[config.mk]
export PLATFORM = sky130hd
export DESIGN_NAME = frame_buffer_scheduler_flat
export DESIGN_NICKNAME = d
export VERILOG_FILES = /design/src/rtl/video_buf_pkg.sv /design/src/rtl/frame_buffer_scheduler_if.sv /design/src/rtl/video_edge_det.sv /design/src/rtl/frame_buffer_scheduler.sv /design/src/flat_wrapper.sv
export SDC_FILE = /design/constraint.sdc
export NUM_CORES = 1
export LEC_CHECK = 0
export CORE_UTILIZATION = 40
export CTS_CLUSTER_SIZE = 40
export DETAILED_ROUTE_END_ITERATION = 16
export PLACE_DENSITY = 0.68
export SLEW_MARGIN = 15
export SYNTH_ARGS = -nofsm -noshare
export SYNTH_HDL_FRONTEND = slang
export SYNTH_SLANG_ARGS = --single-unit
[constraint.sdc]
create_clock -name pclk -period 1.9 [get_ports pclk]
set_clock_uncertainty 0.05 [all_clocks]
set_input_delay 0.285 -clock pclk [delete_from_list [all_inputs] [get_ports pclk]]
set_output_delay 0.285 -clock pclk [all_outputs]
set_load 0.05 [all_outputs]
[src/rtl/video_buf_pkg.sv]
// Shared types and constants for the GB-to-display triple-buffer video path.
//   buf_idx_t          : index of one of the three video buffer RAMs
//   *_IDX_RST          : buffer assignment after reset
//   GB_FRAME_W/H       : GB frame geometry
//   FRAME_PIXELS       : pixels per GB frame
//   MIN_PIXELS         : strobes needed before a frame counts as complete
//   ADDR_W / STAT_W    : write-address and statistics counter widths
package video_buf_pkg;

  typedef logic [1:0] buf_idx_t;

  localparam buf_idx_t WR_IDX_RST  = 2'd0;
  localparam buf_idx_t RD_IDX_RST  = 2'd1;
  localparam buf_idx_t RDY_IDX_RST = 2'd2;

  localparam int unsigned GB_FRAME_W   = 160;
  localparam int unsigned GB_FRAME_H   = 144;
  localparam int unsigned FRAME_PIXELS = GB_FRAME_W * GB_FRAME_H;
  localparam int unsigned MIN_PIXELS   = 11601;
  localparam int unsigned ADDR_W       = 15;
  localparam int unsigned STAT_W       = 16;

endpackage

[src/rtl/frame_buffer_scheduler_if.sv]
// Capture/display side signal bundle of the frame buffer scheduler.
//   wr_pix_stb   : one-cycle pulse per valid GB pixel
//   gb_vsync     : GB vsync level, rising edge ends a GB frame
//   vsync        : display vsync level (active low), falling edge starts a display frame
//   wr_addr      : write address inside the active write buffer
//   wr_index     : buffer being written
//   rd_index     : buffer being displayed
//   rd_frame_new : one-cycle pulse when rd_index moves to a fresh frame
//   drop_cnt     : complete frames overwritten before display
//   repeat_cnt   : display frames that re-showed the old buffer
// master = capture/display front end, slave = scheduler.
interface frame_buffer_scheduler_if;
  import video_buf_pkg::*;

  logic              wr_pix_stb;
  logic              gb_vsync;
  logic              vsync;
  logic [ADDR_W-1:0] wr_addr;
  buf_idx_t          wr_index;
  buf_idx_t          rd_index;
  logic              rd_frame_new;
  logic [STAT_W-1:0] drop_cnt;
  logic [STAT_W-1:0] repeat_cnt;

  modport master (
    output wr_pix_stb, gb_vsync, vsync,
    input  wr_addr, wr_index, rd_index, rd_frame_new, drop_cnt, repeat_cnt
  );

  modport slave (
    input  wr_pix_stb, gb_vsync, vsync,
    output wr_addr, wr_index, rd_index, rd_frame_new, drop_cnt, repeat_cnt
  );

endinterface

[src/rtl/video_edge_det.sv]
// Single-level edge detector against the previous-cycle sample.
//   pclk, rst_n : clock and synchronous active-low reset
//   i_level     : level input, already synchronous to pclk
//   o_rise_c    : combinational rise pulse (level high, previous sample low)
//   o_fall_c    : combinational fall pulse (level low, previous sample high)
// During reset the history register loads the current level so that a level
// already asserted when reset is released never reads as an edge.
module video_edge_det (
  input  logic pclk,
  input  logic rst_n,
  input  logic i_level,
  output logic o_rise_c,
  output logic o_fall_c
);

  logic r_prev;

  // History register: same load in and out of reset.
  always_ff @(posedge pclk) begin
    r_prev <= i_level;
  end

  assign o_rise_c = rst_n &  i_level & ~r_prev;
  assign o_fall_c = rst_n & ~i_level &  r_prev;

endmodule

[src/rtl/frame_buffer_scheduler.sv]
// Triple-buffer rotation for the GB-to-display video path.
//   pclk, rst_n : clock and synchronous active-low reset
//   bus         : frame_buffer_scheduler_if.slave (strobes/vsyncs in,
//                 wr_addr, wr_index, rd_index, rd_frame_new, stats out)
// The writer and the display always own different buffers; a third buffer
// (rdy) holds the newest complete GB frame until the display picks it up.
// Frames with fewer than MIN_PIXELS strobes are rewritten in place.
// Optional feature macro: FRAME_STATS_EN builds saturating drop/repeat
// counters; without it both counters read as zero and no flops are built.
module frame_buffer_scheduler
  import video_buf_pkg::*;
(
  input  logic                     pclk,
  input  logic                     rst_n,
  frame_buffer_scheduler_if.slave  bus
);

  localparam logic [ADDR_W-1:0] ADDR_LAST = ADDR_W'(FRAME_PIXELS - 1);
  localparam logic [ADDR_W-1:0] PIX_FULL  = ADDR_W'(FRAME_PIXELS);
  localparam logic [ADDR_W-1:0] PIX_MIN   = ADDR_W'(MIN_PIXELS);

  logic w_gb_rise;
  logic w_disp_start;
  logic w_unused_gb_fall;
  logic w_unused_disp_rise;
  logic w_frame_done;

  logic [ADDR_W-1:0] r_wr_addr;
  logic [ADDR_W-1:0] r_pix_cnt;

  buf_idx_t r_wr_idx, r_rd_idx, r_rdy_idx;
  logic     r_fresh, r_frame_new;
  buf_idx_t w_wr_nxt, w_rd_nxt, w_rdy_nxt;
  logic     w_fresh_nxt, w_frame_new_nxt;

  video_edge_det u_gb_edge (
    .pclk     (pclk),
    .rst_n    (rst_n),
    .i_level  (bus.gb_vsync),
    .o_rise_c (w_gb_rise),
    .o_fall_c (w_unused_gb_fall)
  );

  video_edge_det u_disp_edge (
    .pclk     (pclk),
    .rst_n    (rst_n),
    .i_level  (bus.vsync),
    .o_rise_c (w_unused_disp_rise),
    .o_fall_c (w_disp_start)
  );

  assign w_frame_done = w_gb_rise & (r_pix_cnt >= PIX_MIN);

  // Write address and pixel count; a strobe coincident with frame end is dropped.
  always_ff @(posedge pclk) begin
    if (!rst_n) begin
      r_wr_addr <= '0;
      r_pix_cnt <= '0;
    end else if (w_gb_rise) begin
      r_wr_addr <= '0;
      r_pix_cnt <= '0;
    end else if (bus.wr_pix_stb) begin
      r_wr_addr <= (r_wr_addr == ADDR_LAST) ? '0 : r_wr_addr + ADDR_W'(1);
      if (r_pix_cnt != PIX_FULL) begin
        r_pix_cnt <= r_pix_cnt + ADDR_W'(1);
      end
    end
  end

  // Buffer rotation. On a coincident complete frame and display start the
  // writer takes the buffer the display releases and rdy is left alone.
  always_comb begin
    w_wr_nxt        = r_wr_idx;
    w_rd_nxt        = r_rd_idx;
    w_rdy_nxt       = r_rdy_idx;
    w_fresh_nxt     = r_fresh;
    w_frame_new_nxt = 1'b0;
    if (w_frame_done && w_disp_start) begin
      w_rd_nxt        = r_wr_idx;
      w_wr_nxt        = r_rd_idx;
      w_fresh_nxt     = 1'b0;
      w_frame_new_nxt = 1'b1;
    end else if (w_frame_done) begin
      w_rdy_nxt   = r_wr_idx;
      w_wr_nxt    = r_rdy_idx;
      w_fresh_nxt = 1'b1;
    end else if (w_disp_start && r_fresh) begin
      w_rd_nxt        = r_rdy_idx;
      w_rdy_nxt       = r_rd_idx;
      w_fresh_nxt     = 1'b0;
      w_frame_new_nxt = 1'b1;
    end
  end

  // Rotation state register.
  always_ff @(posedge pclk) begin
    if (!rst_n) begin
      r_wr_idx    <= WR_IDX_RST;
      r_rd_idx    <= RD_IDX_RST;
      r_rdy_idx   <= RDY_IDX_RST;
      r_fresh     <= 1'b0;
      r_frame_new <= 1'b0;
    end else begin
      r_wr_idx    <= w_wr_nxt;
      r_rd_idx    <= w_rd_nxt;
      r_rdy_idx   <= w_rdy_nxt;
      r_fresh     <= w_fresh_nxt;
      r_frame_new <= w_frame_new_nxt;
    end
  end

  assign bus.wr_addr      = r_wr_addr;
  assign bus.wr_index     = r_wr_idx;
  assign bus.rd_index     = r_rd_idx;
  assign bus.rd_frame_new = r_frame_new;

`ifdef FRAME_STATS_EN
  logic              w_drop_inc, w_repeat_inc;
  logic [STAT_W-1:0] r_drop_cnt, r_repeat_cnt;

  // A complete frame replacing an unshown one is a drop; a display start
  // with nothing new (and no frame completing alongside) is a repeat.
  assign w_drop_inc   = w_frame_done & r_fresh;
  assign w_repeat_inc = w_disp_start & ~w_frame_done & ~r_fresh;

  // Saturating statistics counters.
  always_ff @(posedge pclk) begin
    if (!rst_n) begin
      r_drop_cnt   <= '0;
      r_repeat_cnt <= '0;
    end else begin
      if (w_drop_inc && (r_drop_cnt != '1)) begin
        r_drop_cnt <= r_drop_cnt + STAT_W'(1);
      end
      if (w_repeat_inc && (r_repeat_cnt != '1)) begin
        r_repeat_cnt <= r_repeat_cnt + STAT_W'(1);
      end
    end
  end

  assign bus.drop_cnt   = r_drop_cnt;
  assign bus.repeat_cnt = r_repeat_cnt;
`else
  assign bus.drop_cnt   = '0;
  assign bus.repeat_cnt = '0;
`endif

endmodule

[src/flat_wrapper.sv]
// flat-port wrapper written by rule: the top's interface ports become plain ports
module frame_buffer_scheduler_flat import video_buf_pkg::*;
  (pclk, rst_n, bus_wr_pix_stb, bus_gb_vsync, bus_vsync, bus_wr_addr, bus_wr_index, bus_rd_index, bus_rd_frame_new, bus_drop_cnt, bus_repeat_cnt);
  frame_buffer_scheduler_if bus_i ();
  input  logic pclk;
  input  logic rst_n;
  input wire logic [$bits(bus_i.wr_pix_stb)-1:0] bus_wr_pix_stb;
  input wire logic [$bits(bus_i.gb_vsync)-1:0] bus_gb_vsync;
  input wire logic [$bits(bus_i.vsync)-1:0] bus_vsync;
  output wire logic [$bits(bus_i.wr_addr)-1:0] bus_wr_addr;
  output wire logic [$bits(bus_i.wr_index)-1:0] bus_wr_index;
  output wire logic [$bits(bus_i.rd_index)-1:0] bus_rd_index;
  output wire logic [$bits(bus_i.rd_frame_new)-1:0] bus_rd_frame_new;
  output wire logic [$bits(bus_i.drop_cnt)-1:0] bus_drop_cnt;
  output wire logic [$bits(bus_i.repeat_cnt)-1:0] bus_repeat_cnt;
  assign bus_i.wr_pix_stb = bus_wr_pix_stb;
  assign bus_i.gb_vsync = bus_gb_vsync;
  assign bus_i.vsync = bus_vsync;
  assign bus_wr_addr = bus_i.wr_addr;
  assign bus_wr_index = bus_i.wr_index;
  assign bus_rd_index = bus_i.rd_index;
  assign bus_rd_frame_new = bus_i.rd_frame_new;
  assign bus_drop_cnt = bus_i.drop_cnt;
  assign bus_repeat_cnt = bus_i.repeat_cnt;
  frame_buffer_scheduler u_core (.pclk(pclk), .rst_n(rst_n), .bus(bus_i));
endmodule
==> results of run 1 <==
-- sequential cells by signal, indices dropped and copies added, names as in the netlist --
register	count
u_core.bus.rd_frame_new	1
u_core.r_fresh	1
u_core.u_disp_edge.r_prev	1
u_core.u_gb_edge.r_prev	1
u_core.bus.wr_addr	15
u_core.r_rdy_idx	2
u_core.bus.wr_index	2
u_core.bus.rd_index	2
u_core.r_pix_cnt	15
-- cells in the final DEF, fill, tap and decap left out, drive strengths merged, types with 8 or more instances in the layout --
cell / Yosys / final
clkdlybuf4s50: 0 / 17
nor2: 34 / 34
nand2: 20 / 20
conb: 1 / 32
a21oi: 10 / 10
buf: 33 / 22
xnor2: 11 / 11
xor2: 12 / 12
nand3: 12 / 12
dfxtp: 40 / 40
inv: 9 / 9
o21ai: 8 / 8
-- power by group --
| group | leakage (nW) | internal (W) | total [W] | switching (W) |
|---|---|---|---|---|
| Sequential | 0.325 | 0.000845 | 0.000853 | 0.00000748 |
| Clock | 0.0645 | 0.000464 | 0.000765 | 0.000301 |
| Combinational | 0.688 | 0.0000367 | 0.000222 | 0.000185 |
-- worst paths after layout --
path	start	end	slack (ns)
worst max-delay path	u_core.r_pix_cnt[5]$_SDFFE_PP0P_	u_core.bus.rd_index[1]$_SDFFE_PN0P_	0.04
worst min-delay path	bus_gb_vsync	u_core.u_gb_edge.r_prev$_DFF_P_	0.41
worst max register to register	u_core.r_pix_cnt[5]$_SDFFE_PP0P_	u_core.bus.rd_index[1]$_SDFFE_PN0P_	0.04
worst min register to register	u_core.bus.wr_index[0]$_SDFFE_PN0P_	u_core.bus.wr_index[0]$_SDFFE_PN0P_	0.44
-- cells by family after synthesis --
kind of cell,count (synthesis)
mux,5
compound gates,30
fa+ha+maj,4
xor+xnor,23
flops,40
simple gates,101
buf+inv,46
other cells,1
-- area by class of cell --
type / instances / share of cell area (%)
inverter: 9 / 1.31
clock buffer: 7 / 3.74
tap: 70 / 3.40
timing repair buffer: 42 / 14.5
sequential: 40 / 31.3
clock inverter: 1 / 1.17
multi-input combinational: 195 / 44.6
-- worst max-delay path: cells and delay by family, from the launching register on --
kind | cells | cell delay [ns]
flops | 1 | 0.47
compound gates | 4 | 0.86
simple gates | 1 | 0.37
-- cells in the mapped netlist (2+ instances only) --
| library cell | n |
|---|---|
| dfxtp_1 | 40 |
| o211ai_1 | 2 |
| and2_1 | 2 |
| nor2_1 | 34 |
| and3_1 | 5 |
| ha_1 | 4 |
| xnor2_1 | 11 |
| nand3_1 | 12 |
| nor4bb_1 | 2 |
| inv_1 | 9 |
| nor3_1 | 5 |
| nand4_1 | 7 |
| nand2_1 | 20 |
| or3_1 | 7 |
| clkbuf_1 | 4 |
| o21ai_0 | 7 |
| nor3b_1 | 2 |
| a21oi_1 | 10 |
| mux2i_1 | 4 |
| xor2_1 | 12 |
| buf_4 | 32 |
-- through the flow --
step	instances	hold WS (ns)	total power, W	setup TNS [ns]	utilization [%]
3_5_place_dp	356	0.434	0.00109	-0.0787	47.4
6_report	364	0.408	0.00184	0	50.4
4_1_cts	364	0.404	0.00185	0	49.8
3_3_place_gp	356	0.421	0.00109	0	47.4
2_1_floorplan	281	0.263	0.00111	0	-
5_1_grt	364	0.410	0.00190	-0.0218	50.4
-- timing repair --
item                                    4_1_cts  5_1_grt
hold endpoints to repair                      0        0
endpoints found under the setup margin        0        4
resized for setup                             0        7
-- per-layer routing --
layer	wire (um)	up-vias	part of all wire (%)
li1	-	881	-
met1	2000	795	49
met2	1860	47	46
met3	175	5	4.3
met4	21	0	0.52
met5	0	-	0
==> flow_summary.yaml, run 1 <==
drt:
  routedWlPerCell_um: 11.2
  drc_errors: 0
  vias: 1728
  drt_iter0_drc: 77
  drt_wl_total_um: 4060
  ant_nets: 0
  viasPerCell: 4.75
  drtPass1Iterations: 6
cts:
  clkTransAtPathRegs_ns: 0.08
  cts-root-buf: "clkbuf_8"
  cts_num_sinks: 40
  cts_hold_buffers: 0
  cts_max_path_buffers: 2
  cts_setup_buffers: 0
  cts_buffers: 5
  htree_levels: 2
  cts_tree: "done"
  insertion_delay_ns: 0.29
logic_synthesis:
  synth_adder_area_share_pct: 2.37
  synth_compound_area_share_pct: 9.83
  muxShareOfSynthArea_pct: 2.61
  synth-xor-area-share_pct: 9.54
  yosysTopAreaCell: "dfxtp_1"
  synthArstFlopShare_pct: 0
  synth_edf_count: 0
  yosys_warnings: 0
  synth.avg_cell_area_sq_um: 8.45
  synth_top_family_by_area: "simple AND/OR/NAND/NOR gates"
  synth_ff_type: "dfxtp_1"
  yosysSeqAreaShare_pct: 37.9
  ys_types: 40
  synth_top_cells_by_area: "dfxtp_1 (38%), buf_4 (11%), nor2_1 (6.0%), xor2_1 (5.0%), xnor2_1 (4.6%)"
  ys_ff_latch: 40
  synthSimpleGateAreaFrac_pct: 23.3
  mappedNetlistArea_sq_um: 2110
  synthCells: 250
  synth_top_area_share_pct: 37.9
critical_path:
  worstSetupPathType: "flip-flop to flip-flop"
  rr_worst_depth: 5
  arrival_ns: 2.00
  worstPathRequired_ns: 2.04
  crit_path_end_kind: "flip-flop"
  path_max_fanout: 7
  slowest_delay_ns: 0.47
  crit_slowest_cell: "dfxtp_1"
  path_cells: "o211ai_1 -> a311oi_2 -> o221ai_4 -> or3_1 -> o2111a_1"
  startpoint_type: "flip-flop"
floorplanning:
  num_rows: 26
  die_x_um: 74.7
  die_h_um: 74.7
  core_sq_um: 5110
  pin_count: 57
  dieArea_sq_um: 5570
  initial_utilization_pct: 41.4
timing:
  setup_slack_ns: 0.0392
  period_needed_ns: 1.86
  finalSetupViolations: 0
  maxSlewViolCount: 0
  hold_violations: 0
  fmax_mhz: 537
  tightestPinTransition_ns: 0.510
  slew_headroom_pct: 65.9
  timing.final.crit_share_pct: 97.9
final_layout:
  seqCellArea_sq_um: 806
  final_area_sq_um: 2580
  nets: 302
  layout-drive-gt1-share_pct: 13.6
  n_fill_cell: 500
  diodes: 0
  syn_to_final_growth_pct: 22.0
  multi_input_area_sq_um: 1150
placement:
  gp_congestion: 0.772
  dp_hpwl_um: 2920
  portBuffers: 24
  place_ws_ns: -0.0526
  placed_cell_area_sq_um: 2420
power_and_ir_drop:
  leakagePower_nw: 1.08
  ir_drop_mv: 0.502
  power.density_nw_per_um2: 714
global_routing:
  grt_max_degree: 21
  first_global_vias: 1458
  met2_usage_pct: 23.6
  grt_pass1_wl_um: 6530
  gr-usage-met3_pct: 4.42
  grt_use_total_pct: 15.1
  top_usage_layer: "met2"
  grt_overflow: 0
  met1_usage_pct: 20.6
  antenna_found_initial: 0
min_path:
  hold_path_depth: 1
  hold_class: "primary input to flip-flop"
job:
  drv_cap: 0
status:
  outcome: "complete, no violations"
Power figures use the tool's default switching activity.
==> inputs of run 2 (changes only) <==
--- a/config.mk
+++ b/config.mk
@@ -9,6 +9,7 @@
 export CTS_CLUSTER_SIZE = 40
 export DETAILED_ROUTE_END_ITERATION = 16
 export PLACE_DENSITY = 0.68
+export SETUP_SLACK_MARGIN = 0.15
 export SLEW_MARGIN = 15
 export SYNTH_ARGS = -nofsm -noshare
 export SYNTH_HDL_FRONTEND = slang
==> run 2 against run 1 <==
Flip-flop and latch count unchanged. Power decreased by 4.6%. Final area increased by 0.39%. Utilization increased by 0.20 points. Critical path depth unchanged. Sequential power about the same. Register-to-register slack improved by 0.13 ns. Maximum frequency increased by 7.7%. Worst hold slack improved by 0.012 ns. Count of clock-buffer cells in the layout decreased by 1. Critical endpoint unchanged.
==> flow_summary.yaml, run 2 (same netlist as run 1, synthesis figures left out) <==
floorplanning:
  core_sq_um: 5110
  dieArea_sq_um: 5570
  initial_utilization_pct: 41.4
  die_h_um: 74.7
  num_rows: 26
  pin_count: 57
  die_x_um: 74.7
drt:
  drt_iter0_drc: 105
  viasPerCell: 4.73
  drtPass1Iterations: 4
  vias: 1736
  routedWlPerCell_um: 10.8
  ant_nets: 0
  drt_wl_total_um: 3960
  drc_errors: 0
status:
  outcome: "complete, no violations"
timing:
  timing.final.crit_share_pct: 91.0
  fmax_mhz: 579
  tightestPinTransition_ns: 0.506
  hold_violations: 0
  setup_tns_ns: 0
  slew_headroom_pct: 66.4
  rsz0062_at_grt: "true"
  hold_slack_ns: 0.419
  period_needed_ns: 1.73
  maxSlewViolCount: 0
  finalSetupViolations: 0
cts:
  cts-root-buf: "clkbuf_8"
  cts_buffers: 5
  clkTransAtPathRegs_ns: 0.08
  cts_hold_buffers: 0
  cts_max_path_buffers: 2
  cts_tree: "done"
  cts_num_sinks: 40
  htree_levels: 2
  insertion_delay_ns: 0.28
global_routing:
  antenna_found_initial: 0
  grt_overflow: 0
  grt_max_degree: 21
  grt_use_total_pct: 14.6
  gr-usage-met3_pct: 3.75
  met1_usage_pct: 19.0
  met2_usage_pct: 24.4
  top_usage_layer: "met2"
  grt_pass1_wl_um: 6420
  first_global_vias: 1510
placement:
  portBuffers: 24
  place_inst: 357
  gp_congestion: 0.818
  dp_hpwl_um: 2860
final_layout:
  finalNonFillerCells: 367
  seqCellArea_sq_um: 820
  multi_input_area_sq_um: 1170
  final_cell_mix: "nor2_1 (34), conb_1 (32), dfxtp_1 (25), buf_4 (22), nand2_1 (20)"
  nets: 305
  diodes: 0
  final_common_cell: "nor2_1"
  n_fill_cell: 503
  layout-drive-gt1-share_pct: 18.5
  syn_to_final_growth_pct: 22.5
job:
  drv_cap: 0
critical_path:
  worstPathRequired_ns: 2.03
  crit_path_end_kind: "flip-flop"
  crit_slowest_cell: "dfxtp_2"
  worstSetupPathType: "flip-flop to flip-flop"
  path_cells: "o211ai_1 -> a311oi_2 -> o221ai_2 -> or3_1 -> o2111a_1"
  path_max_fanout: 7
  startpoint_type: "flip-flop"
  slowest_delay_ns: 0.43
  arrival_ns: 1.86
min_path:
  hold_class: "primary input to flip-flop"
power_and_ir_drop:
  leakagePower_nw: 1.10
  ir_drop_mv: 0.436
  power.density_nw_per_um2: 678
run 2: changes by cell type in the layout (fill, tap and decap cells not counted), moves of 2 or more:
cell             delta
clkdlybuf4s50_1    -13
dfxtp_1            -11
dlymetal6s2s_1      -3
dfxtp_2            +11
clkbuf_8            -2
dlygate4sd2_1      +19
run 2: worst max-delay path, delay by kind of cell (launching register included):
| family | cells | cell delay, ns |
|---|---|---|
| AND/OR/NAND/NOR | 1 | 0.37 |
| AO/OA/AOI/OAI | 4 | 0.77 |
| flip-flops | 1 | 0.43 |
run 2: report_power, final:
group	internal, W	total (W)	switching [W]
clock	0.000390	0.000677	0.000287
combinational	0.0000389	0.000225	0.000186
sequential	0.000846	0.000853	0.00000734
run 2: area by class of cell:
type | count | area share (%)
Clock buffer | 6 | 2.81
Clock inverter | 2 | 1.35
Inverter | 9 | 1.31
Multi-Input combinational cell | 195 | 45.1
Sequential cell | 40 | 31.7
Tap cell | 70 | 3.39
Timing Repair Buffer | 45 | 14.4
run 2: per-layer routing:
metal	wire length, um	part of all wire, %
met1	1950	49
met2	1830	46
met3	158	4.0
met4	20	0.51
met5	0	0
run 2: per-stage QoR:
step                util (%)  setup WS, ns  instance area [sq um]  power (W)
floorplan                  -         0.148                   2240    0.00111
CTS                     49.9         0.156                   2550    0.00177
global placement        47.8        0.0416                   2440    0.00109
finish                  50.6         0.172                   2590    0.00175
detailed placement      47.8        0.0234                   2440    0.00109
global route            50.6        0.0830                   2590    0.00184
run 2: timing repair:
| action | CTS | global route |
|---|---|---|
| pin swaps | 2 | 1 |
| setup buffers | 1 | 1 |
| gates cloned | 0 | 0 |
| endpoints found under the hold margin | 0 | 0 |
| setup endpoints to repair | 22 | 10 |
| gates resized for setup | 26 | 6 |
run 2: worst paths after layout:
kind	start	to	slack, ns	cells past startpoint
setup / recovery	u_core.r_pix_cnt[5]$_SDFFE_PP0P_	u_core.bus.rd_index[1]$_SDFFE_PN0P_	0.17	5
hold / removal	bus_gb_vsync	u_core.u_gb_edge.r_prev$_DFF_P_	0.42	1
setup reg to reg	u_core.r_pix_cnt[5]$_SDFFE_PP0P_	u_core.bus.rd_index[1]$_SDFFE_PN0P_	0.17	5
hold reg to reg	u_core.bus.wr_index[0]$_SDFFE_PN0P_	u_core.bus.wr_index[0]$_SDFFE_PN0P_	0.44	2
